File: config.mk
export PLATFORM = sky130hd
export DESIGN_NAME = cis_line_capture
export DESIGN_NICKNAME = d
export VERILOG_FILES = /design/src/rtl/cis_line_capture.sv
export SDC_FILE = /design/constraint.sdc
export NUM_CORES = 1
export LEC_CHECK = 0
export CAP_MARGIN = 20
export CORE_ASPECT_RATIO = 0.75
export CORE_UTILIZATION = 53
export CTS_BUF_LIST = sky130_fd_sc_hd__clkbuf_8
export CTS_CLUSTER_SIZE = 28
export DETAILED_ROUTE_END_ITERATION = 10
export PLACE_DENSITY = 0.88
export SLEW_MARGIN = 15
export SYNTH_ARGS = -nofsm -noshare
export SYNTH_HDL_FRONTEND = slang
export SYNTH_SLANG_ARGS = --single-unit
File: constraint.sdc
create_clock -name CLK -period 2.2 [get_ports CLK]
set_input_delay 0.33 -clock CLK [delete_from_list [all_inputs] [get_ports CLK]]
set_output_delay 0.33 -clock CLK [all_outputs]
set_load 0.005 [all_outputs]
File: src/rtl/cis_line_capture.sv
// cis_line_capture
// Line capture sequencer between the CIS timing controller and the
// ping-pong line buffer RAM. Each SI start pulse waits PIX_OFFSET clocks,
// then streams PIXELS ADC samples into the current write bank and hands the
// finished line to the reader with a LINE_READY pulse.
//
// Ports
//   CLK, RST            clock, synchronous active-high reset
//   ENABLE              allows new line starts from idle
//   SI, SI_CNT          sensor start pulse and colour index (0=R,1=G,2=B)
//   ADC_DATA            pixel sample, valid every clock
//   RD_DONE             reader frees the oldest full bank
//   BUF_WE/ADDR/WDATA   buffer write port, address = {bank, pixel}
//   LINE_READY/BANK/COLOR  completed-line pulse with its bank and colour
//   FULL                per-bank full flags
//   BUSY                line in progress (offset wait or writes pending)
//   LINE_CNT, DROP_CNT  completed lines (wraps), dropped+aborted (saturates)
module cis_line_capture #(
   parameter int PIXELS     = 2592,
   parameter int PIX_OFFSET = 60,
   parameter int DATA_W     = 8,
   parameter int ADDR_W     = 12
) (
   input  logic              CLK,
   input  logic              RST,
   input  logic              ENABLE,
   input  logic              SI,
   input  logic [1:0]        SI_CNT,
   input  logic [DATA_W-1:0] ADC_DATA,
   input  logic              RD_DONE,
   output logic              BUF_WE,
   output logic [ADDR_W:0]   BUF_ADDR,
   output logic [DATA_W-1:0] BUF_WDATA,
   output logic              LINE_READY,
   output logic              LINE_BANK,
   output logic [1:0]        LINE_COLOR,
   output logic [1:0]        FULL,
   output logic              BUSY,
   output logic [15:0]       LINE_CNT,
   output logic [7:0]        DROP_CNT
);

   localparam int OW = (PIX_OFFSET > 2) ? $clog2(PIX_OFFSET) : 1;
   // OFFSET lasts PIX_OFFSET-1 clocks: counter runs 0..PIX_OFFSET-2
   localparam logic [OW-1:0]     OFF_LAST = OW'(PIX_OFFSET - 2);
   localparam logic [ADDR_W-1:0] PIX_LAST = ADDR_W'(PIXELS - 1);

   typedef enum logic [1:0] {S_IDLE, S_OFFSET, S_CAPTURE, S_DONE} state_t;
   // With a one-clock offset there is nothing to wait for: go straight to capture
   localparam state_t S_FIRST = (PIX_OFFSET == 1) ? S_CAPTURE : S_OFFSET;

   state_t            state, state_nx;
   logic              si_d, si_rise;
   logic              rd_ok;
   logic [1:0]        full_eff;
   logic              start, abort, drop, wr, complete;
   logic [1:0]        color;
   logic [OW-1:0]     off_cnt;
   logic [ADDR_W-1:0] pix_cnt;
   logic              w_bank, r_bank;

   assign si_rise = SI & ~si_d;
   // RD_DONE only counts when the bank it points at is actually full
   assign rd_ok   = RD_DONE & FULL[r_bank];
   // Full flags as seen by a same-cycle start, with this cycle's free applied
   assign full_eff[0] = FULL[0] & ~(rd_ok & ~r_bank);
   assign full_eff[1] = FULL[1] & ~(rd_ok &  r_bank);

   // BUF_WE covers the DONE cycle, which carries the last write
   assign BUSY = (state == S_OFFSET) | (state == S_CAPTURE) | BUF_WE;

   always_ff @(posedge CLK) begin
      if (RST) state <= S_IDLE;
      else     state <= state_nx;
   end

   always_comb begin
      state_nx = state;
      start    = 1'b0;
      abort    = 1'b0;
      drop     = 1'b0;
      wr       = 1'b0;
      complete = 1'b0;
      unique case (state)
         S_IDLE: begin
            if (si_rise & ENABLE) begin
               if (full_eff[w_bank]) drop = 1'b1;
               else begin
                  start    = 1'b1;
                  state_nx = S_FIRST;
               end
            end
         end
         S_OFFSET: begin
            if (si_rise) begin
               abort    = 1'b1;
               state_nx = S_FIRST;
            end else if (off_cnt == OFF_LAST) state_nx = S_CAPTURE;
         end
         S_CAPTURE: begin
            if (si_rise) begin
               abort    = 1'b1;
               state_nx = S_FIRST;
            end else begin
               wr = 1'b1;
               if (pix_cnt == PIX_LAST) state_nx = S_DONE;
            end
         end
         S_DONE: begin
            complete = 1'b1;
            state_nx = S_IDLE;
            // A start here targets the bank after the one just completed
            if (si_rise & ENABLE) begin
               if (full_eff[~w_bank]) drop = 1'b1;
               else begin
                  start    = 1'b1;
                  state_nx = S_FIRST;
               end
            end
         end
         default: state_nx = S_IDLE;
      endcase
   end

   // w_bank only moves in DONE, so it doubles as the latched target bank of
   // the line in flight.
   always_ff @(posedge CLK) begin
      if (RST) begin
         si_d       <= 1'b0;
         color      <= 2'd0;
         off_cnt    <= '0;
         pix_cnt    <= '0;
         w_bank     <= 1'b0;
         r_bank     <= 1'b0;
         BUF_WE     <= 1'b0;
         BUF_ADDR   <= '0;
         BUF_WDATA  <= '0;
         LINE_READY <= 1'b0;
         LINE_BANK  <= 1'b0;
         LINE_COLOR <= 2'd0;
         FULL       <= 2'b00;
         LINE_CNT   <= 16'd0;
         DROP_CNT   <= 8'd0;
      end else begin
         si_d       <= SI;
         BUF_WE     <= wr;
         LINE_READY <= complete;
         if (start | abort) begin
            color   <= SI_CNT;
            off_cnt <= '0;
            pix_cnt <= '0;
         end else begin
            if (state == S_OFFSET) off_cnt <= off_cnt + 1'b1;
            if (wr)                pix_cnt <= pix_cnt + 1'b1;
         end
         if (wr) begin
            BUF_ADDR  <= {w_bank, pix_cnt};
            BUF_WDATA <= ADC_DATA;
         end
         if (complete) begin
            LINE_BANK  <= w_bank;
            LINE_COLOR <= color;
            LINE_CNT   <= LINE_CNT + 16'd1;
            w_bank     <= ~w_bank;
         end
         if (rd_ok) r_bank <= ~r_bank;
         FULL[0] <= full_eff[0] | (complete & ~w_bank);
         FULL[1] <= full_eff[1] | (complete &  w_bank);
         if ((drop | abort) && DROP_CNT != 8'hFF) DROP_CNT <= DROP_CNT + 8'd1;
      end
   end

endmodule

==> impl_metrics.csv, run 1 <==
group,metric,value,unit
drt,post_drt_via_cell_ratio,5.33,
placed_design,hpwlAfterDp,5.41,mm
clocking,clock_path_buffers,2,
sta,fin_tns_setup,0,ns
setup_path,arrival_time_at_the_worst_endpoint,1.83,ns
placed_design,routabilityCongestion,0.848,
drt,detail_route.iter0.violations,120,
floorplan,coreArea,5980,sq um
logic_synthesis,synth_area,3370,sq um
sta,maxClockFrequency,463,MHz
finish,layout.core_utilization,73.1,%
power_and_ir_drop,p_per_area,620,nW/um^2
logic_synthesis,ys_top_cells_by_area,"sky130_fd_sc_hd__dfxtp_1 (46%), sky130_fd_sc_hd__nand2_1 (7.4%), sky130_fd_sc_hd__xor2_1 (5.7%)",
setup_path,cp.required,1.87,ns
sta,final_min_period_over_clock_period,98.2,%
clocking,cts_post_setup_buffers_inserted,0,
drt,wl_per_cell,14.2,microns
clocking,cts_root_buf,"sky130_fd_sc_hd__clkbuf_8",
logic_synthesis,post-synth-top-area-cell,"sky130_fd_sc_hd__dfxtp_1",
clocking,cts_tree,"yes",
logic_synthesis,synthesis.area_per_instance,8.70,sq um
logic_synthesis,asyncSetResetFlopFracSynth,0,%
drt,final_antenna_net_count,0,
drt,vias,2895,
sta,finalCriticalPeriod,2.16,ns
floorplan,number_of_standard_cell_rows_in_the_floorplan,24,
sta,setup_violations,0,
setup_path,setup.worst_path.class,"reg2out",
sta,hold-worst-slack,0.431,ns
finish,fin_area,4370,sq um
sta,slew_headroom,66.3,%
power_and_ir_drop,combinational_group_share_of_total_power,9.1,%
grt,grt-ovfl-total,0,
clocking,hold_buffers_post_cts,0,
floorplan,dieArea,6680,sq um
sta,clock-skew-final,0.00824,ns
power_and_ir_drop,net-switching-power,0.000639,W
logic_synthesis,netlist-cell-type-count,48,
grt,maximum_number_of_pins_on_one_net_before_global_route_repair,37,
power_and_ir_drop,vdd.ir_drop.worst,0.410,mV
drt,first_pass_iteration_count_of_the_detailed_router,4,
power_and_ir_drop,p_seq_share,52.9,%
power_and_ir_drop,p_int,0.00207,W
power_and_ir_drop,share_clk_of_total_power,38.0,%
grt,grt_pass1_vias,2757,
grt,grt.total_usage,24.5,%
outcome,status,"complete, no violations",
sta,max_slew.worst_pin.slew,0.506,ns
sta,timing_hold_violations_final,0,
logic_synthesis,synth-seq-cells,77,
logic_synthesis,seq_area_frac_synth,45.8,%
floorplan,initial_core_utilization,56.3,%
clocking,worst_setup_hold_path_clk_slew,0.08,ns
drt,drc,0,
drt,routed_wirelength,7.72,mm
grt,global_route_wire_length_before_repair,12.6,mm
floorplan,chipWidth,94.0,microns
clocking,numCtsBuffers,9,
finish,share_of_cells_above_drive_strength_1,9.46,%
sta,rsz0062_at_grt,"false",
placed_design,postPlaceCellArea,4160,sq um
logic_synthesis,postSynthCellCount,387,
power_and_ir_drop,power.share.switching,23.6,%
grt,grt_antenna_before_repair,0,
logic_synthesis,yosys_warning_total,0,
logic_synthesis,synth_edf_count,0,
power_and_ir_drop,leakage,1.59,nW
floorplan,ioPinCount,68,
setup_path,critPathLaunchType,"flop",
job,max_cap_violations,0,
clocking,clk_latency,0.35,ns
floorplan,die_height,71.0,microns
clocking,clock_tree.htree_level_count,3,
setup_path,worst_setup_path_end_kind,"primary output",
sta,drv_slew,0,
logic_synthesis,ys.flop_type,"sky130_fd_sc_hd__dfxtp_1",
clocking,cts_num_sinks,77,
finish,antenna_cells,0,
finish,final_net_count,486,
worst_hold_path,hold_path_class,"in2reg",
finish,fill_cells,441,
power_and_ir_drop,post-layout-total-power,0.00271,W
finish,area_added_between_synthesis_and_finish,29.8,%
placed_design,placement.io_buffers,67,
logic_synthesis,fraction_of_post_synthesis_cell_area_in_the_top_cell_type_by_area,45.8,%
logic_synthesis,synthesis.nets,412,
setup_path,largest_fanout_on_the_critical_path,4,
-- per-layer routing --
metal	vias to the layer above	part of all wire, %	GRT usage, %
li1	1449	-	-
met1	1342	46	29.4
met2	89	46	39.9
met3	15	6.1	7.74
met4	0	1.7	11.6
met5	-	0	0
-- metrics by stage --
| step | cells | setup WS, ns |
|---|---|---|
| floorplan | 387 | 0.342 |
| global placement | 528 | 0.0440 |
| detailed placement | 528 | -0.0177 |
| CTS | 543 | 0.0277 |
| global route | 543 | 0.00183 |
| finish | 543 | 0.0403 |
-- cell usage after synthesis, types with 5 or more instances --
cell and instances:
sky130_fd_sc_hd__dfxtp_1 77, sky130_fd_sc_hd__nand2_1 66, sky130_fd_sc_hd__nor2_1 49, sky130_fd_sc_hd__a21oi_1 35, sky130_fd_sc_hd__xor2_1 22, sky130_fd_sc_hd__nand3_1 13
sky130_fd_sc_hd__clkbuf_1 12, sky130_fd_sc_hd__nand4_1 12, sky130_fd_sc_hd__ha_1 10, sky130_fd_sc_hd__xnor2_1 10, sky130_fd_sc_hd__nor2b_1 8, sky130_fd_sc_hd__and3_1 6
sky130_fd_sc_hd__a211oi_1 5, sky130_fd_sc_hd__inv_1 5, sky130_fd_sc_hd__mux2_1 5
-- worst paths after layout --
kind         depth (start not counted)     endpoint         from  slack [ns]
min reg2reg                          2  BUF_ADDR[0]  BUF_ADDR[0]        0.45
max                                  4         BUSY     state[0]        0.04
max reg2reg                          6  DROP_CNT[7]     state[0]        0.13
min                                  2       BUF_WE          RST        0.43
-- power by group through the flow --
stage          Combinational (W)  Clock, W  Sequential (W)
6_report                0.000246   0.00103         0.00143
3_5_place_dp            0.000231         0         0.00146
2_1_floorplan           0.000129         0         0.00146
5_1_grt                 0.000264   0.00111         0.00144
4_1_cts                 0.000242   0.00105         0.00143
3_3_place_gp            0.000219         0         0.00146
-- final cells by class --
type                       count  area [sq um]  share of cell area [%]
sequential                    77          1540                    35.3
inverter                       6          22.5                   0.515
multi-input combinational    287          1740                    39.8
tap                           78          97.6                    2.23
clock buffer                  10           138                    3.15
clock inverter                 5          52.6                    1.20
timing repair buffer          80           776                    17.8
-- timing repair --
| item | 4_1_cts | 5_1_grt |
|---|---|---|
| endpoints found under the hold margin | 0 | 0 |
| setup endpoints to repair | 1 | 0 |
| resized for setup | 3 | 0 |
-- cells in the final DEF, fill, tap and decap left out, types with 2 or more instances in the layout --
master / n
sky130_fd_sc_hd__nand4_1: 12
sky130_fd_sc_hd__nand2_1: 66
sky130_fd_sc_hd__nor2b_1: 8
sky130_fd_sc_hd__dfxtp_2: 2
sky130_fd_sc_hd__a211oi_1: 5
sky130_fd_sc_hd__a31o_2: 2
sky130_fd_sc_hd__and3_1: 6
sky130_fd_sc_hd__nand3_1: 13
sky130_fd_sc_hd__dfxtp_1: 75
sky130_fd_sc_hd__a21oi_1: 35
sky130_fd_sc_hd__inv_1: 6
sky130_fd_sc_hd__nor2_1: 49
sky130_fd_sc_hd__xor2_1: 22
sky130_fd_sc_hd__ha_1: 9
sky130_fd_sc_hd__clkinv_2: 2
sky130_fd_sc_hd__clkdlybuf4s50_1: 66
sky130_fd_sc_hd__nand2b_1: 3
sky130_fd_sc_hd__and2_1: 4
sky130_fd_sc_hd__mux2i_1: 4
sky130_fd_sc_hd__mux2_1: 5
sky130_fd_sc_hd__xnor2_1: 10
sky130_fd_sc_hd__o21ai_0: 3
sky130_fd_sc_hd__or3_1: 3
sky130_fd_sc_hd__buf_4: 12
sky130_fd_sc_hd__a21o_1: 2
sky130_fd_sc_hd__clkbuf_8: 10
sky130_fd_sc_hd__and2b_1: 3
sky130_fd_sc_hd__and4_1: 2
-- cell families (layout without fill, tap and decap cells) --
kind of cell             after synthesis  count (layout)  share of synthesized area [%]
multiplexers                          10              10                           3.20
flip-flops                            77              77                           45.8
AO/OA/AOI/OAI                         57              57                           10.9
adder cells (fa/ha/maj)               10              10                           3.72
AND/OR/NAND/NOR                      178             178                           25.2
buffers and inverters                 23             101                           2.90
XOR/XNOR                              32              32                           8.33
-- sequential cells by signal (all words and copies together) (netlist names), 2 cells and up --
register    count
DROP_CNT        8
FULL            2
color           2
BUF_WDATA       8
BUF_ADDR       13
pix_cnt        12
state           2
off_cnt         6
LINE_CNT       16
LINE_COLOR      2
-- critical path: stages (launching register included) --
cell and delay [ns]:
sky130_fd_sc_hd__dfxtp_2 0.34, sky130_fd_sc_hd__inv_1 0.16, sky130_fd_sc_hd__ha_4 0.24, sky130_fd_sc_hd__or2_2 0.29, sky130_fd_sc_hd__clkdlybuf4s50_1 0.45
(Power assumes the default switching activity.)
==> run 2, diff against run 1 <==
--- a/config.mk
+++ b/config.mk
@@ -7,11 +7,11 @@
 export LEC_CHECK = 0
 export CAP_MARGIN = 20
 export CORE_ASPECT_RATIO = 0.75
-export CORE_UTILIZATION = 53
+export CORE_UTILIZATION = 30
 export CTS_BUF_LIST = sky130_fd_sc_hd__clkbuf_8
 export CTS_CLUSTER_SIZE = 28
 export DETAILED_ROUTE_END_ITERATION = 10
-export PLACE_DENSITY = 0.88
+export PLACE_DENSITY = 0.59
 export SLEW_MARGIN = 15
 export SYNTH_ARGS = -nofsm -noshare
 export SYNTH_HDL_FRONTEND = slang
==> constraint.sdc (replaced) <==
create_clock -name CLK -period 1.95 [get_ports CLK]
set_input_delay 0.2925 -clock CLK [delete_from_list [all_inputs] [get_ports CLK]]
set_output_delay 0.2925 -clock CLK [all_outputs]
set_load 0.005 [all_outputs]
==> run 2 against run 1 <==
Compared with the run above: sequential share of layout area is 1.9 points lower; register-to-register slack lost 0.07 ns; critical path depth up 2; via count is 0.41% lower; final area is 6.0% higher; sequential cell count unchanged; clock skew down 0.0012 ns; critical endpoint is now DROP_CNT[7]; highest routed layer unchanged.
==> impl_metrics.csv, run 2 (same netlist as run 1, synthesis figures left out) <==
group,metric,value,unit
finish,area_added_between_synthesis_and_finish,37.6,%
sta,clock-skew-final,0.00708,ns
finish,largest_register_ffs,16,
sta,maxClockFrequency,528,MHz
placed_design,placement.io_buffers,67,
setup_path,worstPathCellList,"ha_4 -> xnor2_4 -> nand2b_4 -> a2111o_1 -> a21oi_2 -> mux2_4",
setup_path,critPathTopFamily,"compound AO/OA/AOI/OAI gates",
power_and_ir_drop,p_per_area,681,nW/um^2
finish,storage_cell_area,1550,sq um
sta,hold-worst-slack,0.296,ns
sta,drv_slew,0,
setup_path,critical_path_buf_inv_count,0,
placed_design,postPlaceCellArea,4350,sq um
outcome,status,"complete, no violations",
finish,largest_register,"LINE_CNT",
clocking,cts_post_setup_buffers_inserted,0,
placed_design,routabilityCongestion,0.743,
clocking,clock_path_buffers,2,
drt,drc,0,
setup_path,timing.critical_path.slowest_stage_cell,"sky130_fd_sc_hd__a2111o_1",
clocking,worst_setup_hold_path_clk_slew,0.09,ns
sta,timing_hold_violations_final,0,
finish,post_route_non_filler_standard_cell_count,621,
sta,final_min_period_over_clock_period,97.1,%
finish,layout_commonest_cell,"sky130_fd_sc_hd__dfxtp_1",
grt,grt_antenna_before_repair,0,
finish,fin_area,4630,sq um
setup_path,cp.required,2.20,ns
finish,multi_input_comb_area,1790,sq um
grt,grt.total_usage,14.2,%
floorplan,dieArea,11700,sq um
grt,grt_pass1_vias,2737,
finish,fill_cells,1077,
clocking,clock_tree.htree_level_count,3,
clocking,cts_num_sinks,77,
power_and_ir_drop,vdd.ir_drop.worst,0.315,mV
clocking,numCtsBuffers,9,
finish,highest_count_cells_in_the_layout_ignoring_fill_and_taps,"sky130_fd_sc_hd__dfxtp_1 (75), sky130_fd_sc_hd__nand2_1 (66), sky130_fd_sc_hd__clkdlybuf4s50_1 (65), sky130_fd_sc_hd__nor2_1 (49), sky130_fd_sc_hd__a21oi_1 (33)",
drt,final_antenna_net_count,0,
setup_path,worst_setup_path_end_kind,"flop",
floorplan,chipWidth,124,microns
finish,share_of_cells_above_drive_strength_1,14.3,%
clocking,hold_buffers_post_cts,0,
drt,first_pass_iteration_count_of_the_detailed_router,5,
power_and_ir_drop,post-layout-total-power,0.00316,W
finish,final_net_count,501,
finish,reg.largest.list,"LINE_CNT: 16 flops, BUF_ADDR: 13 flops, pix_cnt: 12 flops",
power_and_ir_drop,leakage,1.66,nW
floorplan,die_height,93.7,microns
job,max_cap_violations,0,
clocking,cts_tree,"yes",
worst_hold_path,hold_path_class,"in2reg",
floorplan,ioPinCount,68,
drt,detail_route.iter0.violations,133,
sta,setup_violations,0,
placed_design,place.detailed.instances,605,
sta,slew_headroom,77.7,%
placed_design,hpwlAfterDp,5.56,mm
drt,post_drt_via_cell_ratio,4.64,
finish,antenna_cells,0,
floorplan,initial_core_utilization,30.8,%
drt,vias,2883,
sta,fin_tns_setup,0,ns
setup_path,critPathLaunchType,"flop",
grt,global_route_wire_length_before_repair,13.1,mm
grt,grt-ovfl-total,0,
floorplan,coreArea,10900,sq um
floorplan,number_of_standard_cell_rows_in_the_floorplan,33,
sta,finalCriticalPeriod,1.89,ns
setup_path,critical_path.max_stage_delay,0.47,ns
setup_path,largest_fanout_on_the_critical_path,4,
drt,wl_per_cell,12.6,microns
setup_path,setup.worst_path.class,"reg2reg",
setup_path,arrival_time_at_the_worst_endpoint,2.14,ns
sta,rsz0062_at_grt,"true",
clocking,clk_latency,0.36,ns
grt,maximum_number_of_pins_on_one_net_before_global_route_repair,24,
drt,routed_wirelength,7.82,mm
clocking,cts_root_buf,"sky130_fd_sc_hd__clkbuf_8",
sta,max_slew.worst_pin.slew,0.334,ns
run 2: path summary, 6_finish.rpt:
path | start | to | slack [ns] | cells after the start
worst max-delay path | state[1] | DROP_CNT[7] | 0.06 | 6
worst min-delay path | RST | LINE_COLOR[1] | 0.30 | 2
worst max register to register | state[1] | DROP_CNT[7] | 0.06 | 6
worst min register to register | BUF_ADDR[5] | BUF_ADDR[5] | 0.46 | 2
run 2: what timing repair did:
item,in CTS,in global routing
gates cloned,0,0
resized for setup,11,5
endpoints found under the setup margin,5,5
pin swaps,4,5
run 2: report_power, final:
group | total, W | switching [W] | internal, W
clock | 0.00125 | 0.000645 | 0.000608
combinational | 0.000284 | 0.000140 | 0.000143
sequential | 0.00162 | 0.0000248 | 0.00159
total | 0.00316 | 0.000810 | 0.00235
run 2: metal layers:
metal / GRT usage (%) / part of all wire [%] / vias to the layer above
met3: 4.73 / 4.7 / 11
met4: 5.42 / 1.5 / 0
li1: - / - / 1484
met2: 21.2 / 42 / 54
met1: 18.8 / 52 / 1334
met5: 0 / 0 / -
run 2: layout make-up:
cell class,count,share of cell area (%)
well taps,140,3.78
clock buffers,9,2.67
clock inverters,7,1.78
inverters,6,0.486
repair buffers,95,19.2
flip-flops and latches,77,33.5
multi-input cells,287,38.7
run 2: worst register-to-register path, delay by kind of cell (launching register included):
kind	cells	cell delay, ns
AO/OA/AOI/OAI	2	0.65
XOR/XNOR	1	0.13
adder cells (fa/ha/maj)	1	0.18
flip-flops	1	0.37
multiplexers	1	0.31
AND/OR/NAND/NOR	1	0.14
run 2: through the flow:
stage / utilization, % / setup WS (ns)
final: 42.3 / 0.0570
after floorplan: - / 0.0923
after CTS: 42.2 / -0.00670
after global placement: 39.8 / -0.156
after global routing: 42.3 / -0.0183
after detailed placement: 39.8 / -0.195
==> variant 1 (config.mk and constraints of run 1) <==
Make the reset (`RST`) asynchronous in 2 clocked blocks. Comments in the files are not updated.
--- a/src/rtl/cis_line_capture.sv
+++ b/src/rtl/cis_line_capture.sv
@@ -71,3 +71,3 @@
 
-   always_ff @(posedge CLK) begin
+   always_ff @(posedge CLK or posedge RST) begin
       if (RST) state <= S_IDLE;
@@ -126,3 +126,3 @@
    // the line in flight.
-   always_ff @(posedge CLK) begin
+   always_ff @(posedge CLK or posedge RST) begin
       if (RST) begin
Formal check against the unedited RTL: differs if RST is asserted again (counterexample within 4 cycles, from zero or initial values and one cycle with RST high); with RST held inactive, the same outputs for 10 cycles.
==> variant 1 against run 1 <==
- first-iteration DRC count decreased by 29%
- wire length decreased by 9.5%
- setup slack improved by 0.0045 ns
- design area increased by 1.8%
- register-to-register slack got worse by 0.06 ns
- global-route usage decreased by 1.5 points
- area after synthesis increased by 1.5%
- synthesized cell count decreased by 13%
- sequential cell count unchanged
Power is not compared: it rests on default switching activity, and its combinational part moved more than twofold at a synthesized area within 25%.
==> variant 1: results <==
set metrics [dict create \
    num-nets-final 442 \
    post_synth_num_cell_types 43 \
    maximum_number_of_pins_on_one_net_before_global_route_repair 50 \
    synthDominantCellAreaShare 0.564 \
    num_antenna_cells 0 \
    gp_congestion 0.859 \
    arrival_ns 1.83 \
    synth_top_cells_by_count "nand2_1 (90), dfrtp_1 (77), nor2_1 (28)" \
    totalNegativeSetupSlack_ns 0 \
    clk_latency_ns 0.35 \
    hold_path_class "in -> async" \
    synth-edff-count 0 \
    dp_hpwl_mm 4.96 \
    reg.largest.list "LINE_CNT x16, BUF_ADDR x13, pix_cnt x12" \
    finalWirelength_mm 6.98 \
    dp_area_um2 4240 \
    post_place_setup_slack_ns 0.0274 \
    drive_gt1_frac 0.104 \
    tightestPinTransition_ns 0.357 \
    routed-via-count 2603 \
    grt_antenna_before_repair 0 \
    ctsRootBufferMaster "clkbuf_8" \
    clock_path_buffers 2 \
    synth.yosys.warnings 0 \
    post_synth_main_area_contributors "dfrtp_1 (56%), nand2_1 (9.9%), xnor2_1 (5.4%), xor2_1 (3.8%), ha_1 (3.7%)" \
    outcome "finished, final reports clean" \
    worst-path-max-fanout 3 \
    power_leakage_uw 0.00207 \
    count_of_final_setup_violators 0 \
    top_register "LINE_CNT" \
    timing.clock.skew_ns 0.00489 \
    io_buffers 67 \
    cts-buffers-inserted 9 \
    synthArstFlopShare 1.00 \
    grt_pass1_wl_mm 11.8 \
    drtPass1Iterations 6 \
    worst_setup_hold_path_clk_slew_ns 0.07 \
    cts-htree-levels 3 \
    drt_iter0_markers 85 \
    irDropWorstVdd_v 0.000784 \
    mappedNetlistNets 362 \
    synthFlopType "dfrtp_1" \
    synth_seq_area_share 0.564 \
    gr-usage-all-layers 0.230 \
]
## variant 1: cell types whose count changed in the layout (fill, tap and decap cells not counted), moves of 11 or more
cell	before	now
dfrtp_1	0	77
dfxtp_1	75	0
a21oi_1	35	3
nand2_1	66	90
nor2_1	49	28
xnor2_1	10	21
## variant 1: worst max-delay path: stages (launching register included)
cell	delay, ns
dfrtp_1	0.39
inv_1	0.10
ha_1	0.25
or2_2	0.29
clkdlybuf4s50_1	0.45
## variant 1: area by class of cell
cell class | count | area (um^2)
Multi-Input combinational cell | 239 | 1430
Timing Repair Buffer | 78 | 778
Fill cell | 427 | 1560
Sequential cell | 77 | 1930
Tap cell | 78 | 97.6
Inverter | 12 | 48.8
Clock inverter | 7 | 43.8
Clock buffer | 9 | 124
## variant 1: cells by family (layout without fill, tap and decap cells)
| group | after synthesis | count (layout) | synth area share |
|---|---|---|---|
| and+or+nand+nor | 161 | 161 | 0.209 |
| adders and majority gates | 10 | 10 | 0.0366 |
| AOI/OAI and AO/OA | 24 | 24 | 0.0458 |
| muxes | 8 | 8 | 0.0275 |
| buffers and inverters | 21 | 106 | 0.0249 |
| xor gates and xnor gates | 36 | 36 | 0.0923 |
| DFF | 77 | 77 | 0.564 |
## variant 1: routing by layer
layer	vias to the layer above	wire length, um	GRT usage
met5	-	0	0
met4	0	133	0.0859
met3	15	439	0.0669
met2	72	3290	0.356
met1	1258	3120	0.309
li1	1258	-	-
## variant 1: metrics by stage
step,utilization,std cells,total power [uW],hold slack (ns)
after floorplan,-,337,2910,0.361
after global placement,0.706,482,3610,0.458
after detailed placement,0.706,482,3700,0.462
after CTS,0.736,500,4640,0.398
after global routing,0.740,500,4960,0.411
final,0.740,500,4640,0.391
## variant 1: path summary, 6_finish.rpt
kind	start	endpoint	slack, ns	depth (start not counted)
setup reg to reg	state[1]$_DFFE_PP0P_	DROP_CNT[4]$_DFFE_PP0P_	0.07	8
hold / removal	RST	DROP_CNT[7]$_DFFE_PP0P_	0.39	3
setup / recovery	state[1]$_DFFE_PP0P_	BUSY	0.04	4
hold reg to reg	BUF_ADDR[2]$_DFFE_PP0P_	BUF_ADDR[2]$_DFFE_PP0P_	0.48	2
min in group CLK	BUF_ADDR[2]$_DFFE_PP0P_	BUF_ADDR[2]$_DFFE_PP0P_	0.48	2
max in group asynchronous	RST	LINE_CNT[6]$_DFFE_PP0P_	1.55	3
## variant 1: power by group
group          switching [uW]  total, uW  internal (uW)
clock                     503        905            402
combinational             780       1690            914
sequential                300       2050           1750
total                    1580       4640           3060
## variant 1: repair_timing
item                       CTS  global route
setup buffers                2             0
resized for setup            0             4
setup endpoints to repair    1             4
pin swaps                    0             3
==> variant 2 (config.mk and constraints of run 1) <==
Made on the original files. Change the parameter `DATA_W` from 8 to 10.
--- a/src/rtl/cis_line_capture.sv
+++ b/src/rtl/cis_line_capture.sv
@@ -20,3 +20,3 @@
    parameter int PIX_OFFSET = 60,
-   parameter int DATA_W     = 8,
+   parameter int DATA_W     = 10,
    parameter int ADDR_W     = 12
Interface: changed (resized ADC_DATA and BUF_WDATA); port bits go from 68 to 72. No check against the original RTL was run, so the function may have changed too.
==> variant 2 against run 1 <==
- count of clock-buffer cells in the layout unchanged
- area after synthesis up 1.7%
- highest routed layer unchanged
- total power increased by 7.0%
- sequential cell count is 2 higher
- setup slack improved by 0.037 ns
- hold slack better by 0.023 ns
- wire length rose by 0.21%
- clock power is 15% higher
- design area is 4.1% higher
==> variant 2: results <==
set metrics [dict create \
    timing.rr.start "state[0]$_SDFFE_PP0P_" \
    rrSetupSlack_ns 0.13 \
    reg.largest.list "LINE_CNT x16, BUF_ADDR x13, pix_cnt x12" \
    timing.hold.worst_path_depth 2 \
    crit-reg2reg-capture "DROP_CNT[5]$_SDFFE_PP0P_" \
    clk_latency_ns 0.36 \
    outcome "finished, final reports clean" \
    maximum_number_of_pins_on_one_net_before_global_route_repair 69 \
    grt_pass1_wl_mm 13.0 \
    finalWirelength_mm 7.73 \
    drtPass1Iterations 4 \
    crit_path_max_incr_delay_ns 0.44 \
    post_synth_main_area_contributors "dfxtp_1 (46%), nand2_1 (7.2%), a21oi_1 (5.4%), nor2_1 (5.0%), xnor2_1 (4.6%)" \
    worstHoldStart "BUF_ADDR[12]$_SDFFE_PP0P_" \
    post_synth_num_cell_types 44 \
    irDropWorstVdd_v 0.000408 \
    worst-r2r-cell-count 6 \
    drt_iter0_markers 225 \
    grt_antenna_before_repair 0 \
    synth.yosys.warnings 0 \
    hold_path_class "reg -> reg" \
    clock_path_buffers 2 \
    cts-resized-gates 2 \
    timing.hold.worst_endpoint "BUF_ADDR[12]$_SDFFE_PP0P_" \
    gp_congestion 0.856 \
    synth_seq_area_share 0.462 \
    cts-htree-levels 3 \
    mappedNetlistNets 428 \
    nFillCells 441 \
    power_leakage_uw 0.00156 \
    first_global_vias 2905 \
    timing.clock.skew_ns 0.00993 \
    io_buffers 71 \
    synthArstFlopShare 0 \
    num-nets-final 512 \
    synth_top_cells_by_count "dfxtp_1 (79), nand2_1 (66), nor2_1 (46)" \
    cts-buffers-inserted 9 \
    ctsRootBufferMaster "clkbuf_8" \
    dp_hpwl_mm 5.46 \
    max_slew_margin 0.544 \
    gr-usage-all-layers 0.246 \
    num_antenna_cells 0 \
    worst-path-max-fanout 4 \
    worst_setup_hold_path_clk_slew_ns 0.07 \
    drive_gt1_frac 0.110 \
    postCtsSetupBuffers 0 \
    arrival_ns 1.79 \
    routed-via-count 3097 \
]
==> variant 2: worst max-delay path by stage <==
stage	start	to	slack [ns]	cells after the start
after CTS	state[0]$_SDFFE_PP0P_	BUSY	0.007	4
after global placement	RD_DONE	DROP_CNT[5]$_SDFFE_PP0P_	-0.11	6
final	state[1]$_SDFFE_PP0P_	BUSY	0.08	4
after floorplan	state[0]$_SDFFE_PP0P_	DROP_CNT[7]$_SDFFE_PP0P_	0.21	6
after global routing	state[1]$_SDFFE_PP0P_	BUSY	0.02	4
after detailed placement	RD_DONE	DROP_CNT[5]$_SDFFE_PP0P_	-0.14	6
==> variant 2: kinds of logic after synthesis <==
group           Yosys count  synth area share
buf+inv                  29            0.0325
fa+ha+maj                10            0.0365
simple gates            181             0.248
xor+xnor                 31            0.0793
compound gates           61             0.110
flops                    79             0.462
mux                      10            0.0314
==> variant 2: per-layer routing <==
layer  routed length (um)  vias up  GRT usage
met5                    0        -          0
met4                  123        0      0.104
met3                  507       13     0.0679
met2                 3660      108      0.400
met1                 3440     1455      0.308
li1                     -     1521          -
==> variant 2: power breakdown <==
part | switching, uW | internal [uW] | total, uW
registers | 18.5 | 1450 | 1470
clock network | 515 | 665 | 1180
logic | 126 | 127 | 252
total | 659 | 2240 | 2900
==> variant 2: layout make-up <==
class	count	share of cell area
multi-input combinational	293	0.383
sequential	79	0.348
timing repair buffer	92	0.190
clock buffer	10	0.0303
tap	78	0.0215
clock inverter	6	0.0187
inverter	10	0.00825
==> variant 2: through the flow <==
step / cell area (um^2) / setup WS (ns) / std cells / hold slack (ns)
after CTS: 4550 / 0.00719 / 568 / 0.457
after global placement: 4310 / -0.114 / 552 / 0.440
after floorplan: 3420 / 0.214 / 401 / 0.443
after detailed placement: 4310 / -0.141 / 552 / 0.446
final: 4550 / 0.0768 / 568 / 0.454
after global routing: 4550 / 0.0239 / 568 / 0.481
==> variant 2: critical path, delay by kind of cell, from the launching register on <==
family	cells	cell delay [ns]
fa+ha+maj	1	0.23
buf+inv	2	0.57
flops	1	0.34
simple gates	1	0.29
